[src/rtl/imem_loader_pkg.sv]
// Shared types and constants for the instruction-memory loader.
// The loader FSM state enum plus the byte-packing constants
// used by both the top level and the word assembler.
package imem_loader_pkg;

  typedef enum logic [2:0] {
    IDLE  = 3'd0,
    RECV  = 3'd1,
    WRITE = 3'd2,
    CHECK = 3'd3,
    DONE  = 3'd4,
    ERROR = 3'd5
  } loader_state_t;

  // Bytes needed to build one instruction word (little-endian order).
  localparam int BYTES_PER_WORD = 3;

  // Bits of the final byte that lie above the instruction width and must be zero.
  localparam logic [7:0] PAD_MASK = 8'hF0;

endpackage

[src/rtl/imem_loader_word_assembler.sv]
// Packs three accepted bytes into one instruction word, little-endian.
// Latency: the word is registered on the third byte and valid the following cycle.
// Backpressure: none of its own; it only advances on bytes the parent accepts.
module word_assembler
  import imem_loader_pkg::*;
#(
  parameter int DATA_WIDTH = 20
) (
  input  logic                  clk,
  input  logic                  rst,
  input  logic                  clr,
  input  logic                  byte_en,
  input  logic [7:0]            byte_data,
  output logic [DATA_WIDTH-1:0] word,
  output logic                  word_complete,
  output logic                  pad_error
);

  // Number of instruction bits taken from the final byte.
  localparam int HI_BITS = DATA_WIDTH - 16;

  logic [1:0] byte_idx;
  logic [7:0] b0;
  logic [7:0] b1;

  // The third byte closes a word; any set bit above the instruction width is a malformed image.
  assign word_complete = byte_en && (byte_idx == 2'(BYTES_PER_WORD - 1));
  assign pad_error     = word_complete && ((byte_data & PAD_MASK) != 8'h00);

  // Byte index counter and byte buffers; the finished word is captured for the write cycle.
  always_ff @(posedge clk or negedge rst) begin
    if (!rst) begin
      byte_idx <= 2'd0;
      b0       <= 8'h00;
      b1       <= 8'h00;
      word     <= '0;
    end else if (clr) begin
      byte_idx <= 2'd0;
      b0       <= 8'h00;
      b1       <= 8'h00;
      word     <= '0;
    end else if (byte_en) begin
      case (byte_idx)
        2'd0: begin
          b0       <= byte_data;
          byte_idx <= 2'd1;
        end
        2'd1: begin
          b1       <= byte_data;
          byte_idx <= 2'd2;
        end
        default: begin
          word     <= {byte_data[HI_BITS-1:0], b1, b0};
          byte_idx <= 2'd0;
        end
      endcase
    end
  end

endmodule

[src/rtl/imem_loader.sv]
// Streams a byte-serial program image into instruction memory, holding the CPU in reset meanwhile.
// Latency: one cycle from acceptance of a word's third byte to its mem_we strobe.
// Backpressure: in_ready drops for the single write cycle of every word and outside loading.
// Optional trailing XOR checksum byte is enabled by defining IMEM_LOADER_CHECKSUM_EN.
module imem_loader
  import imem_loader_pkg::*;
#(
  parameter int DATA_WIDTH    = 20,
  parameter int ADDRESS_WIDTH = 8,
  parameter int MEM_SIZE      = 256
) (
  input  logic                     clk,
  input  logic                     rst,
  input  logic                     start,
  input  logic                     in_valid,
  input  logic [7:0]               in_data,
  input  logic                     in_last,
  output logic                     in_ready,
  output logic                     mem_we,
  output logic [ADDRESS_WIDTH-1:0] mem_addr,
  output logic [DATA_WIDTH-1:0]    mem_wdata,
  output logic                     cpu_rst_n,
  output logic                     busy,
  output logic                     done,
  output logic                     error,
  output logic [ADDRESS_WIDTH:0]   word_count
);

  localparam logic [ADDRESS_WIDTH:0] LAST_ADDR = (ADDRESS_WIDTH + 1)'(MEM_SIZE - 1);

  loader_state_t state;
  loader_state_t state_nxt;

  logic                  load_start;
  logic                  data_byte;
  logic                  last_q;
  logic [DATA_WIDTH-1:0] word;
  logic                  word_complete;
  logic                  pad_error;

  // A new load may only begin from a resting state; start during a load is ignored.
  assign load_start = start && ((state == IDLE) || (state == DONE) || (state == ERROR));
  // Image data bytes are only those taken in RECV; the checksum byte is not packed.
  assign data_byte  = in_valid && in_ready && (state == RECV);

  word_assembler #(
    .DATA_WIDTH(DATA_WIDTH)
  ) u_word_assembler (
    .clk          (clk),
    .rst          (rst),
    .clr          (load_start),
    .byte_en      (data_byte),
    .byte_data    (in_data),
    .word         (word),
    .word_complete(word_complete),
    .pad_error    (pad_error)
  );

  // State register.
  always_ff @(posedge clk or negedge rst) begin
    if (!rst) state <= IDLE;
    else      state <= state_nxt;
  end

  // Address counter and the end-of-image flag captured with each word's last byte.
  always_ff @(posedge clk or negedge rst) begin
    if (!rst) begin
      word_count <= '0;
      last_q     <= 1'b0;
    end else if (load_start) begin
      word_count <= '0;
      last_q     <= 1'b0;
    end else begin
      if (state == WRITE) word_count <= word_count + 1'b1;
      if (word_complete)  last_q     <= in_last;
    end
  end

`ifdef IMEM_LOADER_CHECKSUM_EN
  logic [7:0] csum;

  // Running XOR over every image data byte, compared against the trailing check byte.
  always_ff @(posedge clk or negedge rst) begin
    if (!rst)            csum <= 8'h00;
    else if (load_start) csum <= 8'h00;
    else if (data_byte)  csum <= csum ^ in_data;
  end
`endif

  // Next-state and output decode.
  always_comb begin
    state_nxt = state;
    in_ready  = 1'b0;
    mem_we    = 1'b0;
    mem_addr  = '0;
    mem_wdata = '0;
    cpu_rst_n = 1'b0;
    busy      = 1'b0;
    done      = 1'b0;
    error     = 1'b0;
    case (state)
      IDLE: begin
        if (start) state_nxt = RECV;
      end
      RECV: begin
        in_ready = 1'b1;
        busy     = 1'b1;
        if (in_valid) begin
          if (word_complete) state_nxt = pad_error ? ERROR : WRITE;
          else if (in_last)  state_nxt = ERROR;
        end
      end
      WRITE: begin
        busy      = 1'b1;
        mem_we    = 1'b1;
        mem_addr  = word_count[ADDRESS_WIDTH-1:0];
        mem_wdata = word;
        if (last_q) begin
`ifdef IMEM_LOADER_CHECKSUM_EN
          state_nxt = CHECK;
`else
          state_nxt = DONE;
`endif
        end else if (word_count == LAST_ADDR) begin
          state_nxt = ERROR;
        end else begin
          state_nxt = RECV;
        end
      end
      CHECK: begin
`ifdef IMEM_LOADER_CHECKSUM_EN
        in_ready = 1'b1;
        busy     = 1'b1;
        if (in_valid) state_nxt = (in_data == csum) ? DONE : ERROR;
`else
        state_nxt = ERROR;
`endif
      end
      DONE: begin
        done      = 1'b1;
        cpu_rst_n = !start;
        if (start) state_nxt = RECV;
      end
      ERROR: begin
        error = 1'b1;
        if (start) state_nxt = RECV;
      end
      default: state_nxt = IDLE;
    endcase
  end

endmodule

[config.mk]
export PLATFORM = sky130hd
export DESIGN_NAME = imem_loader
export DESIGN_NICKNAME = d
export VERILOG_FILES = /design/src/rtl/imem_loader_pkg.sv /design/src/rtl/imem_loader_word_assembler.sv /design/src/rtl/imem_loader.sv
export SDC_FILE = /design/constraint.sdc
export NUM_CORES = 1
export LEC_CHECK = 0
export CAP_MARGIN = 20
export CORE_MARGIN = 4
export CORE_UTILIZATION = 60
export CTS_CLUSTER_SIZE = 30
export DETAILED_ROUTE_END_ITERATION = 8
export DONT_BUFFER_PORTS = 1
export GPL_TIMING_DRIVEN = 0
export PLACE_DENSITY = 0.76
export SLEW_MARGIN = 20
export SYNTH_ARGS = -nofsm -noshare
export SYNTH_HDL_FRONTEND = slang
export SYNTH_SLANG_ARGS = --single-unit
[constraint.sdc]
create_clock -name clk -period 3.7 [get_ports clk]
set_input_delay 0.555 -clock clk [delete_from_list [all_inputs] [get_ports clk]]
set_output_delay 0.555 -clock clk [all_outputs]
set_load 0.01 [all_outputs]
# After elaboration in Yosys (flattened, before gate mapping)

Index checks and enable logic that the tools add are counted.

$add $sub $neg: 1
Equal/unequal tests: 12
Mux-type cells: 32
Reduce and logical (&&, ||, !) cells: 23

Operators with widths:

| kind                                                                     | count |
|---|---|
| 20-bit 2-to-1 mux                                                        | 4 |
| 8-bit 2-to-1 mux                                                         | 7 |
| 3-bit 2-to-1 mux                                                         | 7 |
| 9-bit 2-to-1 mux                                                         | 2 |
| 3-bit case mux with 4 select lines                                       | 1 |
| 2-bit nonzero test                                                       | 5 |
| 9-bit by 1-bit adder with 9-bit output (second input constant)           | 1 |
| 9-bit by 8-bit equality test with 1-bit output (second input constant)   | 1 |
| 1-bit 2-to-1 mux                                                         | 8 |
| 8-bit nonzero test                                                       | 1 |
| 3-bit by 2-bit equality test with 1-bit output (second input constant)   | 2 |
| 3-bit equality test (second input constant)                              | 2 |
| 2-bit AND reduction                                                      | 3 |
| 1-bit logical AND                                                        | 5 |
| 2-bit 2-to-1 mux                                                         | 2 |
| 2-bit by 1-bit inequality test with 1-bit output (second input constant) | 2 |
| 2-bit case mux with 2 select lines                                       | 1 |
| 2-bit OR reduction                                                       | 2 |
| 3-bit by 1-bit equality test with 1-bit output (second input constant)   | 1 |
| 3-bit logical NOT                                                        | 1 |
| 3-bit by 2-bit inequality test with 1-bit output (second input constant) | 1 |
| 3-bit AND reduction                                                      | 1 |
| 3-bit OR reduction                                                       | 1 |
| 2-bit by 1-bit equality test with 1-bit output (second input constant)   | 1 |
| 5 further kinds                                                          | 6 |

Flip-flop bits (word level): 51
Input bits: 13
Output and inout port bits: 43
Word-level logic and storage cells: 75

# Logic depth before layout (Yosys ltp)

Gate-level depths: netlist of the first run.

Word-level depth: 10
Mapped depth: 7
Mapped depth without buffers: 7

# Modules after synthesis

Synthesis of the first run repeated with hierarchy kept, for this count alone.

Cells, all modules: 273
Area total of the unflattened synthesis: 2,748.9 um^2

Modules (own cells, without submodules):

| module         | times used | cells an instance | area each (um^2) | seq. area each (um^2) |
|---|---|---|---|---|
| word_assembler | 1          | 165               | 1,854.3          | 950.9 |
| imem_loader    | 1          | 108               | 894.6            | 325.3 |

# Worst setup path after synthesis of the first run

Ideal clock, no wire load.

Path kind: reg-to-output
Start point: reg state[2]
End point: out mem_wdata[10]
Data arrival time: 1.254 ns
Required time: 3.145 ns
Setup slack: 1.891 ns
Stages on the path, launching flop included: 5
Path buffers: 2
Cells stage by stage: dfrtp_1 -> buf_2 -> nor3b_4 -> clkbuf_1 -> and2_1

Cells in the longest elaborated chain, start to end: 2

Ends and longest elaborated chain:

| what                                           | RTL line           | text |
|---|---|---|
| start, declared                                | imem_loader.sv:31  | `loader_state_t state;` |
| start signal, assigned                         | imem_loader.sv:62  | `else state <= state_nxt;` |
| 3-bit by 2-bit equality test with 1-bit output | imem_loader.sv:101 | `case (state)` |
| 20-bit 2-to-1 mux                              | imem_loader.sv:101 |  |
| end, declared                                  | imem_loader.sv:21  | `output logic [DATA_WIDTH-1:0] mem_wdata,` |

No other way between the ends.

# Worst setup path after layout of the first run

Start point: reg state[2]
End point: out mem_wdata[8]

Same word-level chain as after synthesis.

==> impl_results.md, run 1 <==
* Outcome: finished, final reports clean
* Fin Hold WS at just over 0.09 ns
* Post-synth net total at between 300 and 400
* Mux cell area share after synthesis at under 10%
* Lkg Pwr at ~0.0012 uW
* Ranking of synthesized cells by area: dfrtp_1 (48%), a21oi_1 (7.8%), o21ai_0 (7.8%)
* Number of H-tree levels at 2
* Via density at 6.20
* Path type of the worst setup path: reg -> out
* Sequential cell fraction of total power at a little under half
* CTS resizes at 0
* First-pass GRT wire length at a little over 10 mm
* Final setup violation count at 0
* Compound-Gate Fraction of Synth Area at 17.8%
* Vias in the first global route at ~2000
* GRT Util Overall at about a quarter
* Placed cells at approximately 340
* Placed Area at around 0.0027 mm2
* Drt drc at 0
* Critical Path RT at approximately 3.1 ns
* DR vias at 2139
* Synth Area in Adders at 0.949%
* Final Skew at slightly below 0.006 ns
* Post-route ant nets at 0
* Clock power share at 20.7%
* Layout fillers at 328
* Combinational family with the most area after synthesis: simple AND/OR/NAND/NOR gates
* Final net count at about 310
* Clk_lat worst skew at roughly 0.30 ns
* YS warnings at 0
* RSZ-0062 raised after global routing: false
* GP Congestion at a little over 0.9
* Max Freq at about 420 MHz
* Setup tns final at 0 ns
* Register area share after synthesis at around 48%
* Initial antenna violation count at 0
* Total CTS buffers at 5
* Crit share post-route at ~64%
* Final-report hold violation count at 0
* Die ar. at 0.00552 mm2
* Worst setup SP type: flop
* Simple-Gate Fraction of Synth Area at around 25%
* Headroom to the max-slew limit at between 50% and 60%
* WL/cell at 18.2 um
* Cell Rows at 23
* P_int at ~1100 uW
* Cell count after synthesis at between 200 and 300
* Ys async rst share at 100%
* Pins over their slew limit at 0
* Die width at between 70 and 80 um
* Inserted Diodes at 0
* Main synth FF type: dfrtp_1
* Highest routed metal layer: met4
* Final instance count without filler cells at roughly 350
* Final Cell Area at 0.00283 mm2
* Share of layout cells above drive strength 1 at between 10% and 20%
* Post-Syn Area per Cell at 9.22 um2
* Wl on met1 at slightly below 3 mm
* Clock tree from TritonCTS: built
* Worst Setup End Kind: output pin
* Cell taking the most area after synthesis: dfrtp_1
* HP Class: in -> async
* Comb power frac at 31.4%
* Pin count of the biggest net entering global routing at between 50 and 60
* Period minus WS final at ~2.4 ns
* #FFs+latches synth at 51
* Post-synthesis cell area at roughly 0.0026 mm2
* Critical path peak fanout at 10
* Max IR drop VDD at 0.000405 V
* Pre-antenna DRT Iters at 4
* Synth top area share at 48.4%
* Post-CTS Hold Fix Bufs at 1
* DRT Wirelength at approximately 6.3 mm
* Post-synth EDFFs at 0
* Clock Root Buffer: clkbuf_8
* Library cells used by synthesis at 38
* Max Buffers Root-to-Sink at 2
* Maxcap violations at 0
* Met3 WL at 551 um
* Die Y at between 70 and 80 um
* Clk slew on worst S/H paths at 0.09 ns
* Met2 routed WL at approximately 2.7 mm
* Port Buffer Count at 0
* Worst EP arrival at between 1.5 and 2 ns
* Net switching power at 609 uW
* # clock sinks at 51
* R2R setup slack at about 1.7 ns
* Initial DRC count at between 100 and 150
* Sw Ratio at a little over a third
* Post-synthesis xor/xnor area fraction at less than 1%
* Pwr Density at between 500 and 600 mW/mm2
* HPWL reported at the end of detailed placement at around 4.5 mm
* Starting Density at ~64%
* Grt ovf at 0
* Synth-to-Final Area Change at 7.21%
* Setup Fix Bufs, Post-CTS at 0
* Core area at 0.00412 mm2
* I/O pins at 56
* Tightest Pin Transition at 0.713 ns
[per-stage QoR]
stage / total power (uW) / util, % / worst slack, ns
5_1_grt: 1780 / 68.7 / 1.19
3_5_place_dp: 1310 / 65.6 / 1.65
3_3_place_gp: 1290 / 65.6 / 1.69
6_report: 1670 / 68.7 / 1.34
2_1_floorplan: 1180 / - / 1.89
4_1_cts: 1660 / 68.7 / 1.31
[cells in the mapped netlist (2+ instances only)]
cell type / count
a211oi_1: 2
a21oi_1: 41
and2_1: 27
and4_1: 2
buf_2: 8
buf_4: 3
buf_6: 2
clkbuf_1: 12
dfrtp_1: 51
ha_1: 2
inv_1: 4
mux2i_1: 4
nand2_1: 7
nand2b_1: 4
nand3_1: 34
nand3_2: 4
nand4_1: 2
nor2_1: 9
nor2b_1: 2
nor3_1: 5
o21ai_0: 41
or2_2: 2
or3_1: 2
xnor2_1: 2
[cell usage in the layout (no fill, tap or decap), types with 2 or more instances in the layout]
master,n
a211oi_1,2
a21oi_1,41
and2_1,27
and4_1,2
buf_2,8
buf_4,3
buf_6,2
clkbuf_1,13
clkbuf_8,7
dfrtp_1,51
ha_1,2
inv_1,4
mux2i_1,4
nand2_1,7
nand2b_1,4
nand3_1,34
nand3_2,4
nand4_1,2
nor2_1,9
nor2b_1,2
nor3_1,5
o21ai_0,41
or2_2,2
or3_1,2
xnor2_1,2
[power by group through the flow]
stage / Combinational (uW) / Clock (uW) / Sequential, uW
finish: 524 / 346 / 800
global route: 592 / 373 / 816
CTS: 519 / 349 / 796
detailed placement: 503 / 0 / 807
global placement: 485 / 0 / 802
floorplan: 404 / 0 / 772
[routing by layer]
metal | track usage, % | up-vias
met5 | 0 | -
met4 | 5.14 | 0
met3 | 6.76 | 5
met2 | 35.4 | 76
met1 | 36.5 | 1038
li1 | - | 1020
[path summary, 6_finish.rpt]
path | from | end | cells after the start
min in group clk | in_data[6] | u_word_assembler.b0[6]$_DFFE_PN0P_ | 2
worst min register to register | u_word_assembler.b0[5]$_DFFE_PN0P_ | u_word_assembler.word[5]$_DFFE_PN0P_ | 2
worst min-delay path | rst | word_count[6]$_DFFE_PN0P_ | 1
worst max register to register | word_count[0]$_DFFE_PN0P_ | state[2]$_DFFE_PN0P_ | 7
worst max-delay path | state[2]$_DFFE_PN0P_ | mem_wdata[8] | 4
max in group asynchronous | rst | u_word_assembler.b1[7]$_DFFE_PN0P_ | 1
[cells by family (layout without fill, tap and decap cells)]
kind of cell | after synthesis | count (layout)
xor gates and xnor gates | 2 | 2
muxes | 4 | 4
and+or+nand+nor | 108 | 108
AOI/OAI and AO/OA | 90 | 90
DFF | 51 | 51
buffers and inverters | 29 | 38
adders and majority gates | 2 | 2
[layout make-up]
type / count / area, um2 / share of cell area (%)
plain buffers: 25 / 130 / 4.60
clock buffers: 8 / 100 / 3.54
inverters: 4 / 15.0 / 0.531
multi-input cells: 206 / 1220 / 43.0
flip-flops and latches: 51 / 1280 / 45.1
well taps: 50 / 62.6 / 2.21
repair buffers: 1 / 27.5 / 0.973
[critical path, stage by stage (launching register included)]
cell      delay, ns
dfrtp_1        0.38
buf_2          0.19
nor3b_4        0.42
clkbuf_1       0.29
and2_1         0.23
[state kept, by name (all words and copies together), names as in the netlist]
| register | count |
|---|---|
| u_word_assembler.word | 20 |
| word_count | 9 |
| u_word_assembler.b0 | 8 |
| u_word_assembler.b1 | 8 |
| state | 3 |
| u_word_assembler.byte_idx | 2 |
| last_q | 1 |
Power figures use the tool's default switching activity.
==> run 2, diff against run 1 <==
clock period = 2.3 ns   (was 3.7 ns; I/O delays follow)
==> impl_results.md, run 2 (same netlist as run 1, synthesis figures left out) <==
* Outcome: finished, final reports clean
* Clock power share at 20.7% (about the same)
* Critical Path RT at 1.96 ns (-1.18 ns)
* Clk_lat worst skew at 0.30 ns (about the same)
* DR vias at 2150 (+0.51%)
* Pre-antenna DRT Iters at 4 (unchanged)
* Slowest CP cell: dfrtp_1
* Inserted Diodes at 0 (unchanged)
* Final setup violation count at 0 (unchanged)
* I/O pins at 56 (unchanged)
* Drt drc at 0 (unchanged)
* Die ar. at 0.00552 mm2 (unchanged)
* Worst EP arrival at 1.77 ns (-0.04 ns)
* Worst Setup End Kind: output pin
* Final instance count without filler cells at 350 (+1.4%)
* Number of H-tree levels at 2 (unchanged)
* Footprint of the multi-input gates at 0.00122 mm2 (unchanged)
* P_int at 1710 uW (+61%)
* Sw Ratio at 36.5% (+0.051 points)
* Most flops, register: u_word_assembler.word
* GRT Util Overall at 24.3% (+0.057 points)
* Largest register FFs at 20 (unchanged)
* HP Class: in -> reg
* Commonest non-fill, non-tap cell in the layout: dfrtp_1
* Tightest Pin Transition at 0.748 ns (+0.0351 ns)
* # clock sinks at 51 (unchanged)
* Core area at 0.00412 mm2 (unchanged)
* Final Cell Area at 0.00287 mm2 (+1.4%)
* Crit path cell chain: buf_4 > nor3b_4 > clkbuf_1 > and2_1
* Die width at 74.3 um (unchanged)
* Die Y at 74.3 um (unchanged)
* Grt ovf at 0 (unchanged)
* Synth-to-Final Area Change at 8.73%
* Path type of the worst setup path: reg -> out
* Initial DRC count at 157 (+23%)
* Pins over their slew limit at 0 (unchanged)
* Register Area at 0.00128 mm2 (unchanged)
* Maxcap violations at 0 (unchanged)
* Clock Root Buffer: clkbuf_8
* Hold path depth at 2
* Headroom to the max-slew limit at 50.0% (-2.4 points)
* Worst r2r dst: state[2]$_DFFE_PN0P_
* Crit path from: state[0]$_DFFE_PN0P_
* Placed Area at 0.00270 mm2 (unchanged)
* Final-report hold violation count at 0 (unchanged)
* Max Buffers Root-to-Sink at 2 (unchanged)
* Comb power frac at 31.5% (about the same)
* R2r startpoint: word_count[0]$_DFFE_PN0P_
* Port Buffer Count at 0 (unchanged)
* Largest registers: u_word_assembler.word: 20 flops, word_count: 9 flops
* Starting Density at 64.1% (unchanged)
* Critical path peak fanout at 10 (unchanged)
* Cell Rows at 23 (unchanged)
* Period minus WS final at 2.12 ns
* Placed cells at 336 (unchanged)
* Clock tree from TritonCTS: built
* Share of layout cells above drive strength 1 at 11.3% (+1.2 points)
* Max Freq at around 470 MHz
* Clk slew on worst S/H paths at 0.09 ns (about the same)
* WL/cell at 17.9 um (-1.2%)
* Post-route ant nets at 0 (unchanged)
* DRT Wirelength at 6.28 mm (+0.24%)
* Sequential cell fraction of total power at 47.8% (about the same)
* Setup tns final at 0 ns (unchanged)
* RSZ-0062 raised after global routing: false
* Hold Path End: u_word_assembler.b0[6]$_DFFE_PN0P_
* GP Congestion at 0.917 (unchanged)
* First-pass GRT wire length at 10.2 mm (+0.26%)
* Via density at 6.14 (-0.92%)
* Slowest stage delay, CP at 0.41 ns (about the same)
* Hold path start: in_data[6]
* Max IR drop VDD at 0.000658 V (+62%)
* Fin Hold WS at 0.171 ns (+0.0788 ns)
* R2R setup slack at 0.33 ns (-1.39 ns)
* Net switching power at 982 uW (+61%)
* Total CTS buffers at 5 (unchanged)
* HPWL reported at the end of detailed placement at 4.48 mm (unchanged)
* Crit share post-route at between 90% and 100%
* Initial antenna violation count at 0 (unchanged)
* Worst setup SP type: flop
* Final net count at 314 (+1.6%)
* Lkg Pwr at 0.00124 uW (+2.1%)
* Final Skew at 0.00551 ns (-0.000284 ns)
* R2r worst-path depth at 7 (unchanged)
* Pwr Density at 938 mW/mm2 (+59%)
* Commonest cells after routing, fill and taps aside: dfrtp_1 (51), o21ai_0 (41), a21oi_1 (41)
* Vias in the first global route at 2018 (+0.40%)
* Pin count of the biggest net entering global routing at 52 (unchanged)
* Layout fillers at 321 (-2.1%)
## run 2: cell count changes in the layout (fill, tap and decap cells not counted)
cell / delta
buf_4: +4
dlygate4sd3_1: +1
## run 2: area by class of cell
type / count / area share [%]
sequential: 51 / 44.5
buffer: 25 / 4.54
clock buffer: 8 / 3.49
tap: 50 / 2.18
inverter: 4 / 0.524
multi-input combinational: 206 / 42.4
timing repair buffer: 6 / 2.36
## run 2: per-stage QoR
step | setup slack, ns | total power [uW] | util, %
global route | 0.0458 | 2870 | 69.7
floorplan | 0.555 | 1890 | -
CTS | 0.120 | 2680 | 69.0
finish | 0.185 | 2690 | 69.7
detailed placement | 0.364 | 2110 | 65.6
global placement | 0.344 | 2070 | 65.6
## run 2: power by group through the flow
stage / clock network, uW / logic (uW) / registers (uW)
2_1_floorplan: 0 / 650 / 1240
3_3_place_gp: 0 / 780 / 1290
3_5_place_dp: 0 / 809 / 1300
4_1_cts: 561 / 838 / 1280
5_1_grt: 601 / 955 / 1310
6_report: 558 / 847 / 1290
## run 2: worst max path at each step
stage / endpoint / slack (ns)
detailed placement: state[2]$_DFFE_PN0P_ / 0.36
finish: mem_wdata[8] / 0.18
global route: mem_wdata[6] / 0.05
global placement: state[2]$_DFFE_PN0P_ / 0.34
floorplan: state[2]$_DFFE_PN0P_ / 0.55
CTS: mem_wdata[8] / 0.12
## run 2: critical path: cells and delay by family, from the launching register on
family | cells | cell delay [ns]
and+or+nand+nor | 2 | 0.60
DFF | 1 | 0.41
buffers and inverters | 2 | 0.46
## run 2: timing repair
action,4_1_cts,5_1_grt
resized for setup,0,0
setup endpoints to repair,0,1
endpoints found under the hold margin,51,0
hold buffers,2,0
setup buffers,0,4
## run 2: layer usage
| metal | GRT usage [%] | vias to the layer above | part of all wire [%] |
|---|---|---|---|
| met5 | 0 | - | 0 |
| met4 | 5.14 | 0 | 0.73 |
| met3 | 6.62 | 5 | 8.7 |
| met2 | 35.6 | 90 | 44 |
| met1 | 36.6 | 1025 | 47 |
| li1 | - | 1030 | - |
